==> config.mk <==
export PLATFORM = sky130hd
export DESIGN_NAME = adc_burst_arbiter
export DESIGN_NICKNAME = d
export VERILOG_FILES = /design/src/rtl/adc_arb_pkg.sv /design/src/rtl/rr_pick.sv /design/src/rtl/adc_burst_arbiter.sv
export SDC_FILE = /design/constraint.sdc
export NUM_CORES = 1
export LEC_CHECK = 0
export CORE_ASPECT_RATIO = 1.2
export CORE_MARGIN = 10
export CORE_UTILIZATION = 40
export DETAILED_ROUTE_END_ITERATION = 8
export MAX_ROUTING_LAYER = met4
export PLACE_DENSITY = 0.81
export SLEW_MARGIN = 20
export SYNTH_ARGS = -nofsm -noshare
export SYNTH_HDL_FRONTEND = slang
export SYNTH_HIERARCHICAL = 1
export SYNTH_SLANG_ARGS = --single-unit
==> constraint.sdc <==
create_clock -name BUS_CLK -period 2.4 [get_ports BUS_CLK]
set_clock_uncertainty 0.05 [all_clocks]
set_input_delay 0.24 -clock BUS_CLK [delete_from_list [all_inputs] [get_ports BUS_CLK]]
set_output_delay 0.24 -clock BUS_CLK [all_outputs]
set_load 0.01 [all_outputs]
==> src/rtl/adc_arb_pkg.sv <==
// adc_arb_pkg: shared types and constants for the ADC burst arbiter.
//   arb_state_t : arbiter FSM state (IDLE waits for a requester, BURST streams one channel)
//   STALL_MAX   : saturation value of the stall counter
//   ch_bits()   : bits needed to encode a channel index (at least 1)
package adc_arb_pkg;

   typedef enum logic {
      IDLE  = 1'b0,
      BURST = 1'b1
   } arb_state_t;

   localparam logic [15:0] STALL_MAX = 16'hFFFF;

   function automatic int ch_bits(input int width);
      return (width <= 2) ? 1 : $clog2(width);
   endfunction

endpackage

==> src/rtl/rr_pick.sv <==
// rr_pick: combinational rotating-priority encoder.
//   REQ   in  WIDTH    request vector
//   LAST  in  CH_BITS  last-served channel; search starts strictly after it
//   SEL   out CH_BITS  first requester after LAST, cyclically
//   VALID out 1        any request present
module rr_pick
   import adc_arb_pkg::*;
#(
   parameter int WIDTH   = 4,
   parameter int CH_BITS = ch_bits(WIDTH)
) (
   input  logic [WIDTH-1:0]   REQ,
   input  logic [CH_BITS-1:0] LAST,
   output logic [CH_BITS-1:0] SEL,
   output logic               VALID
);

   always_comb begin
      SEL   = '0;
      VALID = 1'b0;
      // Scan from the farthest offset to the nearest so the closest
      // requester after LAST is the one that sticks. Offset WIDTH is LAST
      // itself, which only wins when it is the sole requester.
      for (int k = WIDTH; k >= 1; k--) begin
         if (REQ[(int'(LAST) + k) % WIDTH]) begin
            SEL   = CH_BITS'((int'(LAST) + k) % WIDTH);
            VALID = 1'b1;
         end
      end
   end

endmodule

==> src/rtl/adc_burst_arbiter.sv <==
// adc_burst_arbiter: burst-mode round-robin merge of per-channel ADC FIFOs
// into one word stream with downstream back-pressure.
//   BUS_CLK, BUS_RST_N     clock, async active-low reset
//   ENABLE                 allow grants; low finishes the current word only
//   BURST_LEN              max words per grant (0 treated as 1)
//   WRITE_REQ / DATA_IN    per-channel FWFT FIFO not-empty flags and head words
//   READ_GRANT             one-hot pop strobe back to the channel FIFOs
//   WRITE_OUT / DATA_OUT / CHANNEL_OUT   registered output word, valid, source
//   READY_IN               downstream accept
//   BUSY                   bursting or output register occupied
//   STALL_CNT              saturating count of valid-but-not-ready cycles
module adc_burst_arbiter
   import adc_arb_pkg::*;
#(
   parameter  int WIDTH     = 4,
   parameter  int DATA_BITS = 32,
   localparam int CH_BITS   = ch_bits(WIDTH)
) (
   input  logic                       BUS_CLK,
   input  logic                       BUS_RST_N,
   input  logic                       ENABLE,
   input  logic [7:0]                 BURST_LEN,
   input  logic [WIDTH-1:0]           WRITE_REQ,
   input  logic [WIDTH*DATA_BITS-1:0] DATA_IN,
   output logic [WIDTH-1:0]           READ_GRANT,
   output logic                       WRITE_OUT,
   output logic [DATA_BITS-1:0]       DATA_OUT,
   output logic [CH_BITS-1:0]         CHANNEL_OUT,
   input  logic                       READY_IN,
   output logic                       BUSY,
   output logic [15:0]                STALL_CNT
);

   arb_state_t           state, state_nxt;
   logic [CH_BITS-1:0]   last_ptr;     // doubles as the selected channel while in BURST
   logic [CH_BITS-1:0]   pick_sel;
   logic                 pick_valid;
   logic [7:0]           burst_cnt;
   logic [7:0]           burst_max;
   logic                 sel_req;
   logic [DATA_BITS-1:0] sel_data;
   logic                 load_ok;
   logic                 grant;
   logic                 last_word;

   rr_pick #(
      .WIDTH   (WIDTH),
      .CH_BITS (CH_BITS)
   ) u_pick (
      .REQ   (WRITE_REQ),
      .LAST  (last_ptr),
      .SEL   (pick_sel),
      .VALID (pick_valid)
   );

   assign sel_req   = WRITE_REQ[last_ptr];
   assign sel_data  = DATA_IN[int'(last_ptr)*DATA_BITS +: DATA_BITS];
   assign load_ok   = !WRITE_OUT || READY_IN;
   assign grant     = (state == BURST) && sel_req && load_ok && ENABLE;
   assign burst_max = (BURST_LEN == 8'd0) ? 8'd1 : BURST_LEN;
   // >= rather than == so shrinking BURST_LEN below the running count
   // still ends the burst on the next grant.
   assign last_word = ({1'b0, burst_cnt} + 9'd1) >= {1'b0, burst_max};

   // FSM: state register
   always_ff @(posedge BUS_CLK or negedge BUS_RST_N) begin
      if (!BUS_RST_N) state <= IDLE;
      else            state <= state_nxt;
   end

   // FSM: next state
   always_comb begin
      state_nxt = state;
      case (state)
         IDLE:    if (ENABLE && pick_valid) state_nxt = BURST;
         BURST:   if ((grant && last_word) || !sel_req || !ENABLE) state_nxt = IDLE;
         default: state_nxt = IDLE;
      endcase
   end

   // FSM: outputs
   always_comb begin
      READ_GRANT = '0;
      if (grant) READ_GRANT[last_ptr] = 1'b1;
      BUSY = (state == BURST) || WRITE_OUT;
   end

   // Pointer and burst counter. Reset pointer to WIDTH-1 so channel 0 wins first.
   always_ff @(posedge BUS_CLK or negedge BUS_RST_N) begin
      if (!BUS_RST_N) begin
         last_ptr  <= CH_BITS'(WIDTH - 1);
         burst_cnt <= '0;
      end else if (state == IDLE && state_nxt == BURST) begin
         last_ptr  <= pick_sel;
         burst_cnt <= '0;
      end else if (grant) begin
         burst_cnt <= burst_cnt + 8'd1;
      end
   end

   // Output register: load on grant, drain when accepted, hold under back-pressure.
   always_ff @(posedge BUS_CLK or negedge BUS_RST_N) begin
      if (!BUS_RST_N) begin
         WRITE_OUT   <= 1'b0;
         DATA_OUT    <= '0;
         CHANNEL_OUT <= '0;
      end else if (grant) begin
         WRITE_OUT   <= 1'b1;
         DATA_OUT    <= sel_data;
         CHANNEL_OUT <= last_ptr;
      end else if (READY_IN) begin
         WRITE_OUT   <= 1'b0;
      end
   end

   always_ff @(posedge BUS_CLK or negedge BUS_RST_N) begin
      if (!BUS_RST_N)
         STALL_CNT <= '0;
      else if (WRITE_OUT && !READY_IN && STALL_CNT != STALL_MAX)
         STALL_CNT <= STALL_CNT + 16'd1;
   end

endmodule

Word level (Yosys, flattened, before mapping)
Cells that the tools add are included.

storage, ports and cells
  register bits = 62
  input port bits = 144
  output and inout bits = 56
  logic and storage cells = 85

operators by class
  add/sub/neg operators = 7
  $lt $le $gt $ge = 7
  equal/unequal tests = 1
  shift-type cells = 1
  muxes and demuxes = 33
  bitwise gates (word level) = 5
  reduce and logical (&&, ||, !) cells = 24

operators with widths
  cell                                                        count
  variable part select 128 x 8 -> 32 bit                      1
  2-to-1 mux 8 bit                                            3
  2-to-1 mux 1 bit                                            18
  adder 16 x 1 -> 16 bit, second input constant               1
  less-than comparator 3 x 4 -> 1 bit, second input constant  4
  inequality test 16 bit, second input constant               1
  binary-select mux 1 bit (select 2 bit)                      5
  adder 8 x 1 -> 9 bit, second input constant                 1
  >= comparator 9 x 8 -> 1 bit                                1
  logical AND 1 bit                                           9
  adder 8 x 1 -> 8 bit, second input constant                 1
  zero test 8 bit                                             1
  2-to-1 mux 2 bit                                            4
  OR reduction 2 bit                                          4
  adder 2 x 1 -> 2 bit, second input constant                 2
  adder 2 bit, second input constant                          2
  bitwise AND 1 bit, first input constant                     4
  zero test 1 bit                                             4
  logical OR 1 bit                                            4
  2-to-1 mux 4 bit                                            1
  nonzero test 2 bit                                          2
  less-than comparator 2 x 3 -> 1 bit, second input constant  1
  demux 1 bit (select 2 bit)                                  1
  >= comparator 2 x 1 -> 1 bit, second input constant         1
  2 further kinds                                             2

Depth between registers and ports, before layout
  depth in word-level cells = 15
  depth in mapped cells = 8
  depth with buffers taken out = 8

Cells and area by module
The synthesis kept the hierarchy.

by module, submodules not included
  module             instances  cells each  area an instance (um2)  seq. area each (um2)
  adc_burst_arbiter  1          272         3706.1                  1554.0
  rr_pick            1          14          91.3                    0.0

Worst setup path after synthesis
No wires, ideal clock.

  path kind = register to register
  start = register last_ptr[0]
  end = register DATA_OUT[13]
  library setup time = 0.128 ns
  data arrival time = 1.965 ns
  data required time = 2.222 ns
  slack = 0.258 ns
  stages on the path, launching flop included = 5
  path buffers = 2
  period minus slack after synthesis = 2.142 ns
  cell sequence = dfstp_2 buf_2 buf_2 mux4_2 mux2_1

on the way
  longest elaborated chain between the ends = 5
  elaborated cells on any way between the ends = 6
  those cells by class = shift: 1; mux: 2; reduce/logical: 3

RTL lines
  what                                                                                            line                      text
  start, declared                                                                                 adc_burst_arbiter.sv:35   logic [CH_BITS-1:0] last_ptr;
  start signal, assigned                                                                          adc_burst_arbiter.sv:91   last_ptr <= CH_BITS'(WIDTH - 1);
  start signal, assigned                                                                          adc_burst_arbiter.sv:94   last_ptr <= pick_sel;
  parallel branches: the longest is 5 deep, another holds variable part select 128 x 8 -> 32 bit  -
  end signal, assigned                                                                            adc_burst_arbiter.sv:109  DATA_OUT <= sel_data;
  end, declared                                                                                   adc_burst_arbiter.sv:27   output logic [DATA_BITS-1:0] DATA_OUT,

Parallel ways; which one is timed is not known. The select of a mux whose other input is x is not followed.
A chain may end at the register's enable or synchronous reset.

Worst setup path after layout
  start = register last_ptr[0]
  end = output port READ_GRANT[1]

on the way
  longest elaborated chain between the ends = 6
  elaborated cells on any way between the ends = 11
  those cells by class = order compare: 2; mux: 5; reduce/logical: 4

RTL lines
  what                                                                                         line                     text
  parallel branches: the longest is 5 deep, another holds less-than comparator 2 x 3 -> 1 bit  -
  2-to-1 mux 4 bit *                                                                           adc_burst_arbiter.sv:84  if (grant) READ_GRANT[last_ptr] = 1'b1;
  end, declared                                                                                adc_burst_arbiter.sv:25  output logic [WIDTH-1:0] READ_GRANT,

Every way passes the cells marked *. The select of a mux whose other input is x is not followed.

==> flow_metrics.env <==
export IMPL_finalSetupViolCount=0
export IMPL_yosysSeqAreaShare_pct=40.9
export IMPL_core_um2=9180
export IMPL_synth_seq_cells=62
export IMPL_synth_top_area_share_pct=39.5
export IMPL_synthTopCellsByArea="dfrtp_1, mux4_2, mux2_1"
export IMPL_yosysWarnings=6
export IMPL_dr_first_iter_drc_count=132
export IMPL_track_usage_pct=18.7
export IMPL_cp_end_kind="primary output"
export IMPL_cts_tree="yes"
export IMPL_path_buf_inv=2
export IMPL_worst_setup_path_type="reg2out"
export IMPL_totalPowerFinal_w=0.00529
export IMPL_die_area_um2=13800
export IMPL_h_tree_depth=3
export IMPL_io_pins=200
export IMPL_netSwitchingFraction_pct=33.5
export IMPL_synth_nets=440
export IMPL_synth_cell_type_count=55
export IMPL_comb_power_share_pct=54.4
export IMPL_min_period_ns=2.32
export IMPL_place_ws_ns=0.0649
export IMPL_cts_root_buf="clkbuf_8"
export IMPL_clkPwrFrac_pct=14.2
export IMPL_pwr_density_cell_nw_per_um2=852
export IMPL_grt_pass1_wl_um=19800
export IMPL_min_path_type="in2async"
export IMPL_outcome="finished clean"
export IMPL_gp_congestion=0.866
export IMPL_slowest_delay_ns=0.57
export IMPL_syn_area_um2=3800
export IMPL_postSynthCellCount=286
export IMPL_max_freq_ghz=0.431
export IMPL_rows=38
export IMPL_arrival_ns=2.03
export IMPL_diodes=0
export IMPL_grt_ovfl_total=0
export IMPL_whs_ns=0.402
export IMPL_yosys_area_top_type="dfrtp_1"
export IMPL_final_layout_size_suffix_gt1_share_pct=16.7
export IMPL_drc_errors=0
export IMPL_crit_path_start_kind="register"
export IMPL_slew_headroom_pct=58.5
export IMPL_clockBufferDepth=2
export IMPL_insertion_delay_ns=0.33
export IMPL_fin_crit_sh_pct=96.7
export IMPL_ir_drop_v=0.000942
export IMPL_finalNetCount=653
export IMPL_vias=3290
export IMPL_totalWireLength_um=12500
export IMPL_multi_input_area_um2=2140
export IMPL_leakage_nw=2.57
export IMPL_synth_top_flop_cell="dfrtp_1"
export IMPL_cts_buffers=9
export IMPL_synthTopCellsByCount="dfrtp_1, mux2_1, mux4_2"
export IMPL_cap_viol_max_count=0
export IMPL_path_delay_family="flip-flops"
export IMPL_clkTransAtPathRegs_ns=0.07
export IMPL_fp_dieH_um=127
export IMPL_worstMarginPinSlew_ns=0.622
export IMPL_grt_max_degree=45
export IMPL_wl_per_cell_um=20.1
export IMPL_netSwitchingPower_w=0.00177
export IMPL_hold_violations=0
export IMPL_area_growth_synth_to_final_pct=63.3
export IMPL_drtPass1Iterations=4
export IMPL_critPathSlowestCell="dfstp_2"
export IMPL_rsz0062_at_grt="false"
export IMPL_dp_hpwl_um=10400
export IMPL_die_width_um=109
export IMPL_slew_viol_final=0
export IMPL_internal_power_w=0.00351
export IMPL_initial_utilization_pct=41.4
export IMPL_ys_async_sr_fraction_pct=100
export IMPL_regArea_um2=1550
export IMPL_io_buffers=199
export IMPL_seq_power_share_pct=31.4
export IMPL_n_fill_cell=695
export IMPL_ant_nets=0
export IMPL_viasPerCell=5.28
export IMPL_syn_area_per_cell_um2=13.3
export IMPL_grt_pass1_vias=3670
export IMPL_timing_final_ws_setup_ns=0.0788
export IMPL_cts_sink_count=62
export IMPL_synth_edff_count=0
export IMPL_synth_most_common_cell="dfrtp_1"
export IMPL_critPathMaxFanout=4
export IMPL_antenna_found_initial=0
export IMPL_worstPathRequired_ns=2.11
export IMPL_worstPathCellList="mux4_2, nand4_1, buf_4, nor3b_1, dlygate4sd2_1"
export IMPL_finalSetupTns_ns=0
==> path summary, 6_finish.rpt <==
path                             start       endpoint  slack (ns)  cells past startpoint
max reg2reg                last_ptr[0]    DATA_OUT[8]        0.11                      7
min reg2reg                DATA_OUT[3]    DATA_OUT[3]        0.44                      1
max                        last_ptr[0]  READ_GRANT[1]        0.08                      5
min in group BUS_CLK       DATA_OUT[3]    DATA_OUT[3]        0.44                      1
min                          BUS_RST_N    DATA_OUT[2]        0.40                      2
max in group asynchronous    BUS_RST_N    last_ptr[0]        1.21                      3
==> layout by cell type, fill, tap and decap left out, types with 3 or more instances in the layout <==
master	instances
and3_1	3
nand2b_1	4
mux2_2	7
inv_1	11
ha_1	10
xnor2_1	11
mux2_1	34
buf_12	4
nor2_1	5
nand3_1	9
xor2_1	5
nand4_1	6
dfrtp_1	60
nor3b_1	3
clkinv_2	4
mux4_2	33
a21oi_1	4
clkdlybuf4s50_1	194
a31oi_1	7
and2_1	8
nand2_1	10
dlygate4sd2_1	4
buf_4	12
clkbuf_8	9
==> flip-flops by register name (all words and copies together), names as in the netlist <==
register,flops
CHANNEL_OUT,2
DATA_OUT,32
STALL_CNT,16
WRITE_OUT,1
burst_cnt,8
last_ptr,2
state,1
==> layout make-up <==
type                            instances  share of cell area [%]
Timing Repair Buffer                  216                    34.9
Multi-Input combinational cell        199                    34.5
Sequential cell                        62                    25.1
Tap cell                              120                    2.42
Clock buffer                           10                    2.06
Inverter                               11                   0.666
Clock inverter                          5                   0.444
==> timing repair <==
action	4_1_cts	5_1_grt
hold endpoints to repair	25	0
gates resized for setup	4	0
endpoints found under the setup margin	4	0
hold buffers	1	0
buffers inserted	2	0
==> through the flow <==
stage / instance area, um^2 / util, % / std cells
after floorplan: 3800 / - / 286
after global placement: 6030 / 65.7 / 605
after detailed placement: 6030 / 65.7 / 605
after CTS: 6200 / 67.6 / 623
after global routing: 6200 / 67.6 / 623
final: 6200 / 67.6 / 623
==> kinds of logic after synthesis <==
logic type	after synthesis	synth area share, %
multiplexers	76	32.4
AND/OR/NAND/NOR	65	10.5
flip-flops	62	40.9
AO/OA/AOI/OAI	32	6.46
buffers and inverters	25	2.73
XOR/XNOR	16	3.69
adder cells (fa/ha/maj)	10	3.29
==> per-layer routing <==
layer  global-route usage (%)  vias up  share of wire [%]
li1                         -     1528                  -
met1                     21.4     1639                 40
met2                     32.8      115                 54
met3                     3.55        8                5.5
met4                     4.43        0               0.79
met5                        -        -                  0
==> power by group through the flow <==
stage | registers (W) | clock network, W | logic (W)
detailed placement | 0.00168 | 0 | 0.00291
CTS | 0.00166 | 0.000774 | 0.00293
global placement | 0.00166 | 0 | 0.00286
global route | 0.00172 | 0.000819 | 0.00309
floorplan | 0.00183 | 0 | 0.00135
finish | 0.00166 | 0.000750 | 0.00288
Power figures use the tool's default switching activity.
